**config.mk**
```make
export PLATFORM = sky130hd
export DESIGN_NAME = out_uart
export DESIGN_NICKNAME = d
export VERILOG_FILES = /design/src/rtl/out_uart_pkg.sv /design/src/rtl/byte_fifo.sv /design/src/rtl/out_uart.sv
export SDC_FILE = /design/constraint.sdc
export NUM_CORES = 1
export LEC_CHECK = 0
export CAP_MARGIN = 30
export CORE_UTILIZATION = 35
export DETAILED_ROUTE_END_ITERATION = 10
export SLEW_MARGIN = 10
export SYNTH_ARGS = -nofsm -noshare
export SYNTH_HDL_FRONTEND = slang
export SYNTH_SLANG_ARGS = --single-unit
```
**constraint.sdc**
```tcl
create_clock -name clk -period 2.35 [get_ports clk]
set_input_delay 0.3525 -clock clk [delete_from_list [all_inputs] [get_ports clk]]
set_output_delay 0.3525 -clock clk [all_outputs]
set_load 0.02 [all_outputs]
```
**src/rtl/out_uart_pkg.sv**
```systemverilog
// Shared types and defaults for the OUT-port UART bridge.
package out_uart_pkg;

  typedef enum logic [1:0] {
    IDLE,
    START,
    DATA,
    STOP
  } tx_state_t;

  localparam int unsigned CLKS_PER_BIT_DEF = 104;
  localparam int unsigned DEPTH_DEF        = 8;

endpackage

```
**src/rtl/byte_fifo.sv**
```systemverilog
// Byte FIFO with extra-MSB pointers; head byte is read combinationally.
module byte_fifo #(
  parameter int unsigned DEPTH = 8
) (
  input  logic       clk,
  input  logic       rst_n,
  input  logic       push_i,
  input  logic       pop_i,
  input  logic [7:0] data_i,
  output logic [7:0] data_o,
  output logic       full_o,
  output logic       empty_o
);

  localparam int unsigned AW = $clog2(DEPTH);
  localparam logic [AW:0] ONE = (AW+1)'(1);

  logic [AW:0] wr_q;
  logic [AW:0] wr_d;
  logic [AW:0] rd_q;
  logic [AW:0] rd_d;
  logic [7:0]  mem_q [DEPTH];

  assign wr_d = push_i ? wr_q + ONE : wr_q;
  assign rd_d = pop_i  ? rd_q + ONE : rd_q;

  always_ff @(posedge clk or negedge rst_n) begin
    if (!rst_n) begin
      wr_q <= '0;
      rd_q <= '0;
    end else begin
      wr_q <= wr_d;
      rd_q <= rd_d;
    end
  end

  // Storage needs no reset; the pointers define validity.
  always_ff @(posedge clk) begin
    if (push_i) begin
      mem_q[wr_q[AW-1:0]] <= data_i;
    end
  end

  assign data_o  = mem_q[rd_q[AW-1:0]];
  assign empty_o = (wr_q == rd_q);
  assign full_o  = (wr_q[AW] != rd_q[AW]) &&
                   (wr_q[AW-1:0] == rd_q[AW-1:0]);

endmodule

```
**src/rtl/out_uart.sv**
```systemverilog
// CPU OUT-port capture into a byte FIFO, drained by an 8N1 transmitter.
module out_uart
  import out_uart_pkg::*;
#(
  parameter int unsigned CLKS_PER_BIT = CLKS_PER_BIT_DEF,
  parameter int unsigned DEPTH        = DEPTH_DEF
) (
  input  logic       clk,
  input  logic       rst_n,
  input  logic [7:0] out_data,
  input  logic       out_strobe,
  output logic       txd,
  output logic [7:0] leds,
  output logic       full,
  output logic       busy,
  output logic       overflow
);

  localparam logic [15:0] RELOAD = 16'(CLKS_PER_BIT - 1);

  tx_state_t   state_q;
  tx_state_t   state_d;
  logic [15:0] cnt_q;
  logic [15:0] cnt_d;
  logic [2:0]  bit_q;
  logic [2:0]  bit_d;
  logic [7:0]  shift_q;
  logic [7:0]  shift_d;
  logic        txd_q;
  logic        txd_d;
  logic        strobe_q;
  logic [7:0]  leds_q;
  logic        ovf_q;

  logic        capture;
  logic        push;
  logic        pop;
  logic [7:0]  head;
  logic        fifo_full;
  logic        fifo_empty;

  assign capture = out_strobe & ~strobe_q;
  // A pop in the same cycle frees the slot a full FIFO needs.
  assign push    = capture & (~fifo_full | pop);

  byte_fifo #(
    .DEPTH (DEPTH)
  ) u_fifo (
    .clk     (clk),
    .rst_n   (rst_n),
    .push_i  (push),
    .pop_i   (pop),
    .data_i  (out_data),
    .data_o  (head),
    .full_o  (fifo_full),
    .empty_o (fifo_empty)
  );

  always_ff @(posedge clk or negedge rst_n) begin
    if (!rst_n) begin
      strobe_q <= 1'b1;
      leds_q   <= '0;
      ovf_q    <= 1'b0;
    end else begin
      strobe_q <= out_strobe;
      if (capture) begin
        leds_q <= out_data;
      end
      if (capture && fifo_full && !pop) begin
        ovf_q <= 1'b1;
      end
    end
  end

  always_ff @(posedge clk or negedge rst_n) begin
    if (!rst_n) begin
      state_q <= IDLE;
      cnt_q   <= '0;
      bit_q   <= '0;
      shift_q <= '0;
      txd_q   <= 1'b1;
    end else begin
      state_q <= state_d;
      cnt_q   <= cnt_d;
      bit_q   <= bit_d;
      shift_q <= shift_d;
      txd_q   <= txd_d;
    end
  end

  always_comb begin
    state_d = state_q;
    cnt_d   = cnt_q;
    bit_d   = bit_q;
    shift_d = shift_q;
    txd_d   = txd_q;
    pop     = 1'b0;
    unique case (state_q)
      IDLE: begin
        if (!fifo_empty) begin
          pop     = 1'b1;
          shift_d = head;
          txd_d   = 1'b0;
          cnt_d   = RELOAD;
          state_d = START;
        end
      end
      START: begin
        if (cnt_q == '0) begin
          state_d = DATA;
          txd_d   = shift_q[0];
          cnt_d   = RELOAD;
          bit_d   = '0;
        end else begin
          cnt_d = cnt_q - 16'd1;
        end
      end
      DATA: begin
        if (cnt_q == '0) begin
          cnt_d = RELOAD;
          if (bit_q == 3'd7) begin
            state_d = STOP;
            txd_d   = 1'b1;
          end else begin
            bit_d   = bit_q + 3'd1;
            shift_d = shift_q >> 1;
            txd_d   = shift_q[1];
          end
        end else begin
          cnt_d = cnt_q - 16'd1;
        end
      end
      STOP: begin
        if (cnt_q != '0) begin
          cnt_d = cnt_q - 16'd1;
        end else if (!fifo_empty) begin
          pop     = 1'b1;
          shift_d = head;
          txd_d   = 1'b0;
          cnt_d   = RELOAD;
          state_d = START;
        end else begin
          state_d = IDLE;
          txd_d   = 1'b1;
        end
      end
      default: begin
        state_d = IDLE;
        txd_d   = 1'b1;
      end
    endcase
  end

  assign txd      = txd_q;
  assign leds     = leds_q;
  assign full     = fifo_full;
  assign busy     = (state_q != IDLE) | ~fifo_empty;
  assign overflow = ovf_q;

endmodule

```
# Word level (Yosys, flattened, before mapping)
# Memory sizes are Yosys's and may differ from the RTL's.
# Index checks and enable logic that the tools add are counted.
dict set report totals {
  ff_bits 48
  mem_bits_rw 64
  in_bits 11
  wordCells 82
  memories 1
}
dict set report classes {
  addsub 4
  eq_ne 13
  n_mux 32
  bitwise_logic 7
  n_reduce_logical 15
}
# name depth word_bits rd rd_clocked_by_memory_dff write_ports line_no
set mem_list {}
lappend mem_list {u_fifo.mem_q 8 8 1 0 1 byte_fifo.sv:22} ;# logic [7:0] mem_q [DEPTH];
# cell n
set ops {}
lappend ops {{$mux W16} 3}
lappend ops {{$pmux W16 S3} 1}
lappend ops {{$mux W8} 4}
lappend ops {{$pmux W8 S3} 1}
lappend ops {{$logic_not A16 Y1} 1}
lappend ops {{$reduce_bool A16 Y1} 1}
lappend ops {{$sub A16 B1 Y16 const B} 1}
lappend ops {{$ne A2 B2 Y1 const B} 6}
lappend ops {{$reduce_and A4 Y1} 3}
lappend ops {{$mux W1} 11}
lappend ops {{$mux W2} 5}
lappend ops {{$mux W3} 3}
lappend ops {{$add A4 B1 Y4 const B} 2}
lappend ops {{$pmux W2 S4} 1}
lappend ops {{$pmux W3 S2} 1}
lappend ops {{$reduce_and A5 Y1} 1}
lappend ops {{$eq A2 B2 Y1 const B} 2}
lappend ops {{$eq A4 B4 Y1} 1}
lappend ops {{$pmux W1 S4} 1}
lappend ops {{$reduce_bool A2 Y1} 2}
lappend ops {{$add A3 B1 Y3 const B} 1}
lappend ops {{$eq A3 B3 Y1} 1}
lappend ops {{$eq A3 B3 Y1 const B} 1}
lappend ops {{$logic_and A1 B1 Y1} 3}
lappend ops {{10 further kinds} 14}

# Depth between registers and ports, before layout
# Gate-level depths: netlist of the first run.
dict set report depth {
  depth_word 8
  depth_mapped 8
  ltp_nobuf 7
}

# By module
# A second synthesis of the first run with hierarchy kept.
dict set report unflattened {
  cells_unflattened 356
  area_unflattened_um2 5109.9
}
# mod instances cells_per_inst area_each_um2
set modules_own_cells {}
lappend modules_own_cells {byte_fifo 1 136 2915.3}
lappend modules_own_cells {out_uart 1 220 2194.6}

# Worst setup path before layout of the first run
# OpenSTA, ideal clock, no wires.
dict set report synth_path {
  path_type {register to register}
  start {register cnt_q[0]}
  end {memory u_fifo.mem_q[0][0] (enable)}
  t_arrival_ps 2242
  setup_slack_ps -275
  stages_incl_launch_ff 8
  n_path_buf 0
  cell_sequence {dfrtp_1 > inv_1 > ha_1 > nor4b_4 > a41oi_2 > o31ai_2 > nand3b_1 > nor3_1}
}
dict set report synth_between {
  elab_chain_len 7
}
# item line_no
set synth_rtl {}
lappend synth_rtl {{from (decl)} out_uart.sv:23} ;# logic [15:0] cnt_q;
lappend synth_rtl {{from (signal assigned)} out_uart.sv:84} ;# cnt_q <= cnt_d;
lappend synth_rtl {{$reduce_bool A16 Y1} out_uart.sv:134} ;# if (cnt_q != '0) begin
lappend synth_rtl {{$mux W1} out_uart.sv:134}
lappend synth_rtl {{$pmux W1 S2} out_uart.sv:98} ;# unique case (state_q)
lappend synth_rtl {{$or A1 B1 Y1} out_uart.sv:44} ;# assign push = capture & (~fifo_full | pop);
lappend synth_rtl {{$and A1 B1 Y1} out_uart.sv:44}
lappend synth_rtl {{$mux W1} byte_fifo.sv:39} ;# if (push_i) begin
lappend synth_rtl {{$mux W1 (implied by the code)} byte_fifo.sv:40} ;# mem_q[wr_q[AW-1:0]] <= data_i;
lappend synth_rtl {{to (decl)} byte_fifo.sv:22}
# Every way passes these cells.

# Final worst setup path of the first run
dict set report layout_path {
  start {register state_q[1]}
  end {memory u_fifo.mem_q[2][0] (enable)}
}
dict set report layout_between {
  elab_chain_len 6
  elab_cells_between_ends 7
  classes_between {eq/ne (1); mux (3); bitwise (2); reduce/logical (1)}
}
# item line_no
set layout_rtl {}
lappend layout_rtl {{from (decl)} out_uart.sv:21} ;# tx_state_t state_q;
lappend layout_rtl {{from (signal assigned)} out_uart.sv:83} ;# state_q <= state_d;
lappend layout_rtl {{$eq A2 B2 Y1 or $logic_not A2 Y1 (tied branches)} out_uart.sv:98}
lappend layout_rtl {{$pmux W1 S2 (*)} out_uart.sv:98}
lappend layout_rtl {{$or A1 B1 Y1 (*)} out_uart.sv:44}
lappend layout_rtl {{$and A1 B1 Y1 (*)} out_uart.sv:44}
lappend layout_rtl {{$mux W1 (*)} byte_fifo.sv:39}
lappend layout_rtl {{$mux W1 (implied by the code) (*)} byte_fifo.sv:40}
# Mark *: on every way between the ends. The rest lies on a longest branch, timed or not.

==> out/qor.csv, run 1 <==
stage;metric;value;unit
global_route;first-pass GRT wire length;16.91;mm
floorplan;initial cell density of the core;36.51;%
global_route;number of global-route vias before repair;3111;
floorplan;number of cell rows;43;
floorplan;core area;14100;um2
synthesis;sequential fraction of the synthesis area;60.73;%
placement;Post-Place Cells;576;
synthesis;total nets after synthesis;372;
synthesis;EDFF count, synth;64;
clocking;CTS Buffer Depth;2;
min_path;worst hold-check path type;primary input to flip-flop;
global_route;GRT Overall Usage;15.22;%
critical_path;CP Capture Type;flip-flop;
critical_path;Critical Path AT;2.32;ns
global_route;Congestion Overflow GR;0;
critical_path;crit path max fanout;8;
outcome;run status;finished clean;
route;via-per-instance ratio;5.157;
clocking;root cell of the clock tree;clkbuf_16;
finish;number of non-filler instances in the completed layout;597;
clocking;number of buffers created by CTS;9;
route;Total Wirelength;10.42;mm
synthesis;number of distinct standard cells referenced by the synthesized netlist;61;
timing;crit path setup slack, layout;0.1015;ns
critical_path;R2R setup slack;0.10;ns
route;vias;3079;
finish;number of nets in the layout;434;
finish;final cell area excluding filler cells;6242;um2
timing;RSZ-0062 raised after global routing;true;
floorplan;top-level port count;23;
timing;Final Skew;0.01174;ns
critical_path;Startpoint Class;flip-flop;
synthesis;Synth Instances;350;
placement;cell area reported after detailed placement;5842;um2
finish;fraction of layout cells with a size suffix above 1;29.26;%
timing;final count of hold timing violations;0;
timing;final worst path period need;2.248;ns
synthesis;Synth top area share;37.35;%
placement;pre-CTS setup slack;-0.02818;ns
timing;Slew @ Worst Pin;0.4549;ns
floorplan;die height;123.3;um
clocking;CTS clk-pin slew, worst paths;0.08;ns
route;remaining antenna violation count after routing;0;
placement;PortBufs;22;
route;number of remaining DRC errors;0;
pwr;Max IR drop VDD;0.0005233;V
synthesis;synthesized cell area;5146;um2
pwr;power per cell area;1298;nW/um2
timing;part of the cycle the worst path needs;95.68;%
route;detailed-router iteration count before antenna repair;4;
synthesis;total number of yosys warnings;0;
clocking;count of clock tree sinks;112;
floorplan;die area;15190;um2
critical_path;startpoint-to-endpoint class of the critical path;flip-flop to flip-flop;
clocking;CTS HTree Levels;3;
placement;global placement routability congestion;0.8105;
timing;final count of negative-setup-slack endpoints;0;
floorplan;die width;123.3;um
timing;max-slew violations;0;
finish;ant diodes;0;
synthesis;most used flip-flop cell after synthesis;edfxtp_1;
pwr;leakage power figure;2.371;nW
finish;end-of-flow core utilization;44.28;%
flow_run;Max Cap Viol;0;
critical_path;critical path required time;2.43;ns
route;initial drt markers;237;
route;Routed WL per cell;17.45;um
placement;HPWL Detailed;7.284;mm
timing;normalized max-slew margin;69.51;%
global_route;maximum number of pins on one net before global-route repair;49;
synthesis;number of flip-flops and latches in the synthesized netlist;112;
clocking;CTS tree;done;
synthesis;share of flip-flops with an asynchronous set or reset after synthesis;42.86;%
synthesis;Synth area leader;edfxtp_1;
global_route;initial antenna violation count;0;
synthesis;mean instance size in the synthesized netlist;14.70;um2
timing;Max Freq;444.7;MHz
finish;Synth-to-Final Area Change;21.30;%
clocking;clock latency on the worst-skew pair;0.36;ns
synthesis;largest cells by area after synthesis;edfxtp_1 37%, dfrtp_1 22%, mux4_2 7.0%, ha_1 2.7%, mux2_4 2.6%;
==> where the power goes <==
group	internal, mW	switching, mW
Sequential	2.49	0.260
Combinational	1.84	1.98
Clock	0.762	0.777
==> cells in the mapped netlist, types with 3 or more instances <==
| cell type | count |
|---|---|
| a21oi_1 | 9 |
| a41oi_1 | 3 |
| buf_2 | 5 |
| clkbuf_1 | 5 |
| dfrtp_1 | 46 |
| edfxtp_1 | 64 |
| ha_1 | 11 |
| inv_1 | 6 |
| mux2_2 | 10 |
| mux2_4 | 9 |
| mux2i_1 | 8 |
| mux4_2 | 16 |
| nand2_1 | 24 |
| nand3_1 | 6 |
| nand4_1 | 6 |
| nor2_1 | 26 |
| nor2b_1 | 3 |
| o21ai_0 | 14 |
| or3_1 | 4 |
| xnor2_1 | 7 |
| xor2_1 | 10 |
==> cell families (layout without fill, tap and decap cells) <==
kind of cell	count (synthesis)	count (layout)	synth area share (%)
flip-flops	112	112	60.73
AO/OA/AOI/OAI	48	48	6.687
multiplexers	44	44	13.59
AND/OR/NAND/NOR	98	98	11.72
buffers and inverters	20	87	1.702
XOR/XNOR	17	17	2.893
adder cells (fa/ha/maj)	11	11	2.674
==> timing repair <==
action / in CTS / in global routing
pin swaps: 0 / 5
buffers inserted: 0 / 4
gates resized for setup: 4 / 13
endpoints found under the setup margin: 46 / 65
hold endpoints to repair: 46 / 0
gates cloned: 0 / 0
hold buffers: 1 / 0
==> layer usage <==
| layer | vias up | GRT usage (%) | wire, um |
|---|---|---|---|
| met5 | - | 0 | 0 |
| met4 | 0 | 5.045 | 157 |
| met3 | 11 | 3.828 | 437 |
| met2 | 64 | 23.57 | 4869 |
| met1 | 1542 | 20.89 | 4952 |
| li1 | 1462 | - | - |
==> critical path: stages (launching register included) <==
cell,delay [ns]
dfrtp_1,0.37
ha_1,0.17
nor4b_2,0.26
a41oi_2,0.22
o31ai_4,0.33
nand3b_1,0.24
nor2_1,0.18
buf_4,0.19
==> state kept, by name, indices dropped and copies added (netlist names) <==
signal / cells
u_fifo.mem_q: 64
cnt_q: 16
leds: 8
shift_q: 8
u_fifo.rd_q: 4
u_fifo.wr_q: 4
bit_q: 3
state_q: 2
overflow: 1
strobe_q: 1
txd: 1
==> final timing paths <==
kind                            start                  to  cells past startpoint
max                        state_q[1]  u_fifo.mem_q[2][0]                      7
min                        out_strobe            strobe_q                      1
max reg2reg                state_q[1]  u_fifo.mem_q[2][0]                      7
min reg2reg                  overflow            overflow                      1
max in group asynchronous       rst_n            strobe_q                      3
min in group asynchronous       rst_n             leds[5]                      3
==> cell type report <==
class | count | area, um2
tap | 180 | 225.2
timing repair buffer | 65 | 570.5
fill | 1257 | 7854
sequential | 112 | 3126
multi-input combinational | 218 | 1999
clock inverter | 6 | 70.07
clock buffer | 10 | 229.0
inverter | 6 | 22.52
==> metrics by stage <==
| stage | power [mW] | TNS, ns | hold WS [ns] |
|---|---|---|---|
| after global routing | 8.604 | -2.859 | 0.4135 |
| after detailed placement | 6.458 | -0.5598 | 0.3672 |
| after CTS | 8.022 | 0 | 0.4157 |
| final | 8.103 | 0 | 0.4328 |
| after global placement | 6.413 | -0.5113 | 0.3725 |
| after floorplan | 5.370 | -2.753 | 0.05691 |
==> cells in the final DEF (no fill, tap or decap), types with 3 or more instances in the layout <==
cell,n
edfxtp_1,64
dfrtp_1,46
buf_4,38
nor2_1,25
nand2_1,24
clkdlybuf4s50_1,19
mux4_2,16
o21ai_0,14
xor2_1,10
mux2_2,10
ha_1,10
mux2_4,9
clkbuf_16,9
mux2i_1,8
a21oi_1,7
xnor2_1,6
nand3_1,6
nand4_1,6
nor3_2,4
or3_1,4
inv_1,4
inv_8,4
a41oi_1,3
nor2b_1,3
Note: power is estimated with default switching activity, not from simulation.
==> run 2: changes to the inputs <==
PLACE_DENSITY = 0.56   (was not set)
==> run 2 against run 1 <==
Compared with the run above: via count up 1.0%; first-iteration DRC count down 3.4%; flip-flop and latch count unchanged; routed wire length up 3.3%; cell count down 0.50%; largest cell class unchanged; cell area down 0.84%.
==> out/qor.csv, run 2 (synthesis results as in run 1) <==
stage;metric;value;unit
finish;FF/Latch Area;3126;um2
timing;final count of hold timing violations;0;
global_route;maximum number of pins on one net before global-route repair;32;
finish;multi-input gate area in the final layout;1976;um2
clocking;count of clock tree sinks;112;
route;Total Wirelength;10.76;mm
finish;ant diodes;0;
clocking;CTS tree;done;
placement;PortBufs;22;
floorplan;die height;123.3;um
timing;Final Skew;0.01301;ns
min_path;worst hold-check path type;primary input to asynchronous set/reset pin;
critical_path;chain of cells forming the critical path;xnor2_1 -> and4_4 -> nand2_1 -> dlygate4sd2_1;
floorplan;die width;123.3;um
timing;normalized max-slew margin;47.97;%
critical_path;worst r2r dst;u_fifo.mem_q[0][6];
critical_path;cell type of the slowest stage on the worst timing path;dfrtp_1;
floorplan;initial cell density of the core;36.51;%
finish;Largest register FFs;64;
route;number of remaining DRC errors;0;
timing;max-slew violations;0;
pwr;power per cell area;1313;nW/um2
timing;Slew @ Worst Pin;0.7804;ns
critical_path;worst flop-to-flop path startpoint;cnt_q[0];
clocking;hold buffer count at cts;0;
critical_path;R2R depth;8;
clocking;CTS Buffer Depth;2;
floorplan;core area;14100;um2
clocking;number of buffers created by CTS;9;
placement;HPWL Detailed;7.617;mm
route;Routed WL per cell;18.11;um
route;vias;3110;
timing;Max Freq;444.0;MHz
placement;global placement routability congestion;0.8081;
pwr;leakage power figure;2.372;nW
finish;Synth-to-Final Area Change;20.28;%
timing;Hold Slack;0.06809;ns
critical_path;startpoint-to-endpoint class of the critical path;flip-flop to primary output;
global_route;number of global-route vias before repair;3196;
critical_path;maximum single-stage delay on the critical path;0.39;ns
finish;most common library cell in the layout ignoring fill and taps;edfxtp_1;
floorplan;top-level port count;23;
route;via-per-instance ratio;5.236;
finish;number of nets in the layout;431;
global_route;GRT Overall Usage;15.89;%
timing;final count of negative-setup-slack endpoints;0;
global_route;first-pass GRT wire length;17.51;mm
finish;fraction of layout cells with a size suffix above 1;28.50;%
clocking;CTS clk-pin slew, worst paths;0.08;ns
route;remaining antenna violation count after routing;0;
clocking;CTS HTree Levels;3;
clocking;root cell of the clock tree;clkbuf_16;
outcome;run status;finished clean;
timing;final worst path period need;2.252;ns
pwr;Max IR drop VDD;0.0006038;V
route;initial drt markers;229;
clocking;clock latency on the worst-skew pair;0.36;ns
floorplan;die area;15190;um2
critical_path;Startpoint Class;flip-flop;
critical_path;combined buffer and inverter count along the critical path;1;
floorplan;number of cell rows;43;
global_route;Congestion Overflow GR;0;
timing;part of the cycle the worst path needs;95.84;%
critical_path;CP Capture Type;primary output;
global_route;initial antenna violation count;0;
flow_run;Max Cap Viol;0;
finish;fill cell instance count of the final layout;1279;
route;detailed-router iteration count before antenna repair;4;
critical_path;critical path required time;2.00;ns
critical_path;Largest delay share family, worst path;simple AND/OR/NAND/NOR gates;
critical_path;R2R setup slack;0.12;ns
critical_path;crit path max fanout;5;
critical_path;Critical Path AT;1.90;ns
finish;most frequent cells in the layout;64 x edfxtp_1, 46 x dfrtp_1, 37 x buf_4;
finish;end-of-flow core utilization;43.91;%
[run 2: changes by cell type in the layout (fill, tap and decap cells not counted), sizes merged]
cell,delta
dlygate4sd3,-1
buf,-2
[run 2: layout make-up]
cell class	count	area share, %
inverter	6	0.3639
clock inverter	6	1.132
clock buffer	10	3.699
sequential	112	50.50
multi-input combinational	218	31.92
tap	180	3.639
timing repair buffer	62	8.753
[run 2: how the worst max path moves through the flow]
stage                         from            endpoint  slack, ns  cells after the start
floorplan                 cnt_q[0]  u_fifo.mem_q[2][0]      -0.07                      7
global placement        state_q[0]  u_fifo.mem_q[0][5]       0.01                      7
detailed placement      state_q[0]  u_fifo.mem_q[5][1]     -0.001                      7
CTS                 u_fifo.wr_q[3]                busy       0.04                      4
global route              cnt_q[1]  u_fifo.mem_q[0][6]      -0.04                      8
finish              u_fifo.rd_q[1]                busy        0.1                      4
[run 2: what timing repair did]
| action | 4_1_cts | 5_1_grt |
|---|---|---|
| setup buffers | 0 | 2 |
| pin swaps | 0 | 3 |
| gates resized for setup | 4 | 8 |
| setup endpoints to repair | 9 | 57 |
[run 2: routing by layer]
layer	vias up	GRT usage (%)	wire (um)
met3	15	2.998	404
li1	1456	-	-
met2	66	24.09	5119
met1	1573	22.42	5041
met4	0	6.476	191
met5	-	0	0
[run 2: through the flow]
step	setup TNS (ns)	cell area (um2)	worst slack [ns]	power, mW	instances
after floorplan	-2.753	5156	-0.06790	5.370	350
after CTS	0	6148	0.03654	8.114	592
after global placement	0	5842	0.01036	6.493	576
final	0	6190	0.09781	8.125	594
after detailed placement	-0.006320	5842	-0.001009	6.569	576
after global routing	-0.4124	6190	-0.03604	8.654	594
[run 2: report_power, final]
group	internal, mW	switching (mW)
clock network	0.758	0.763
logic	1.85	2.00
registers	2.49	0.261
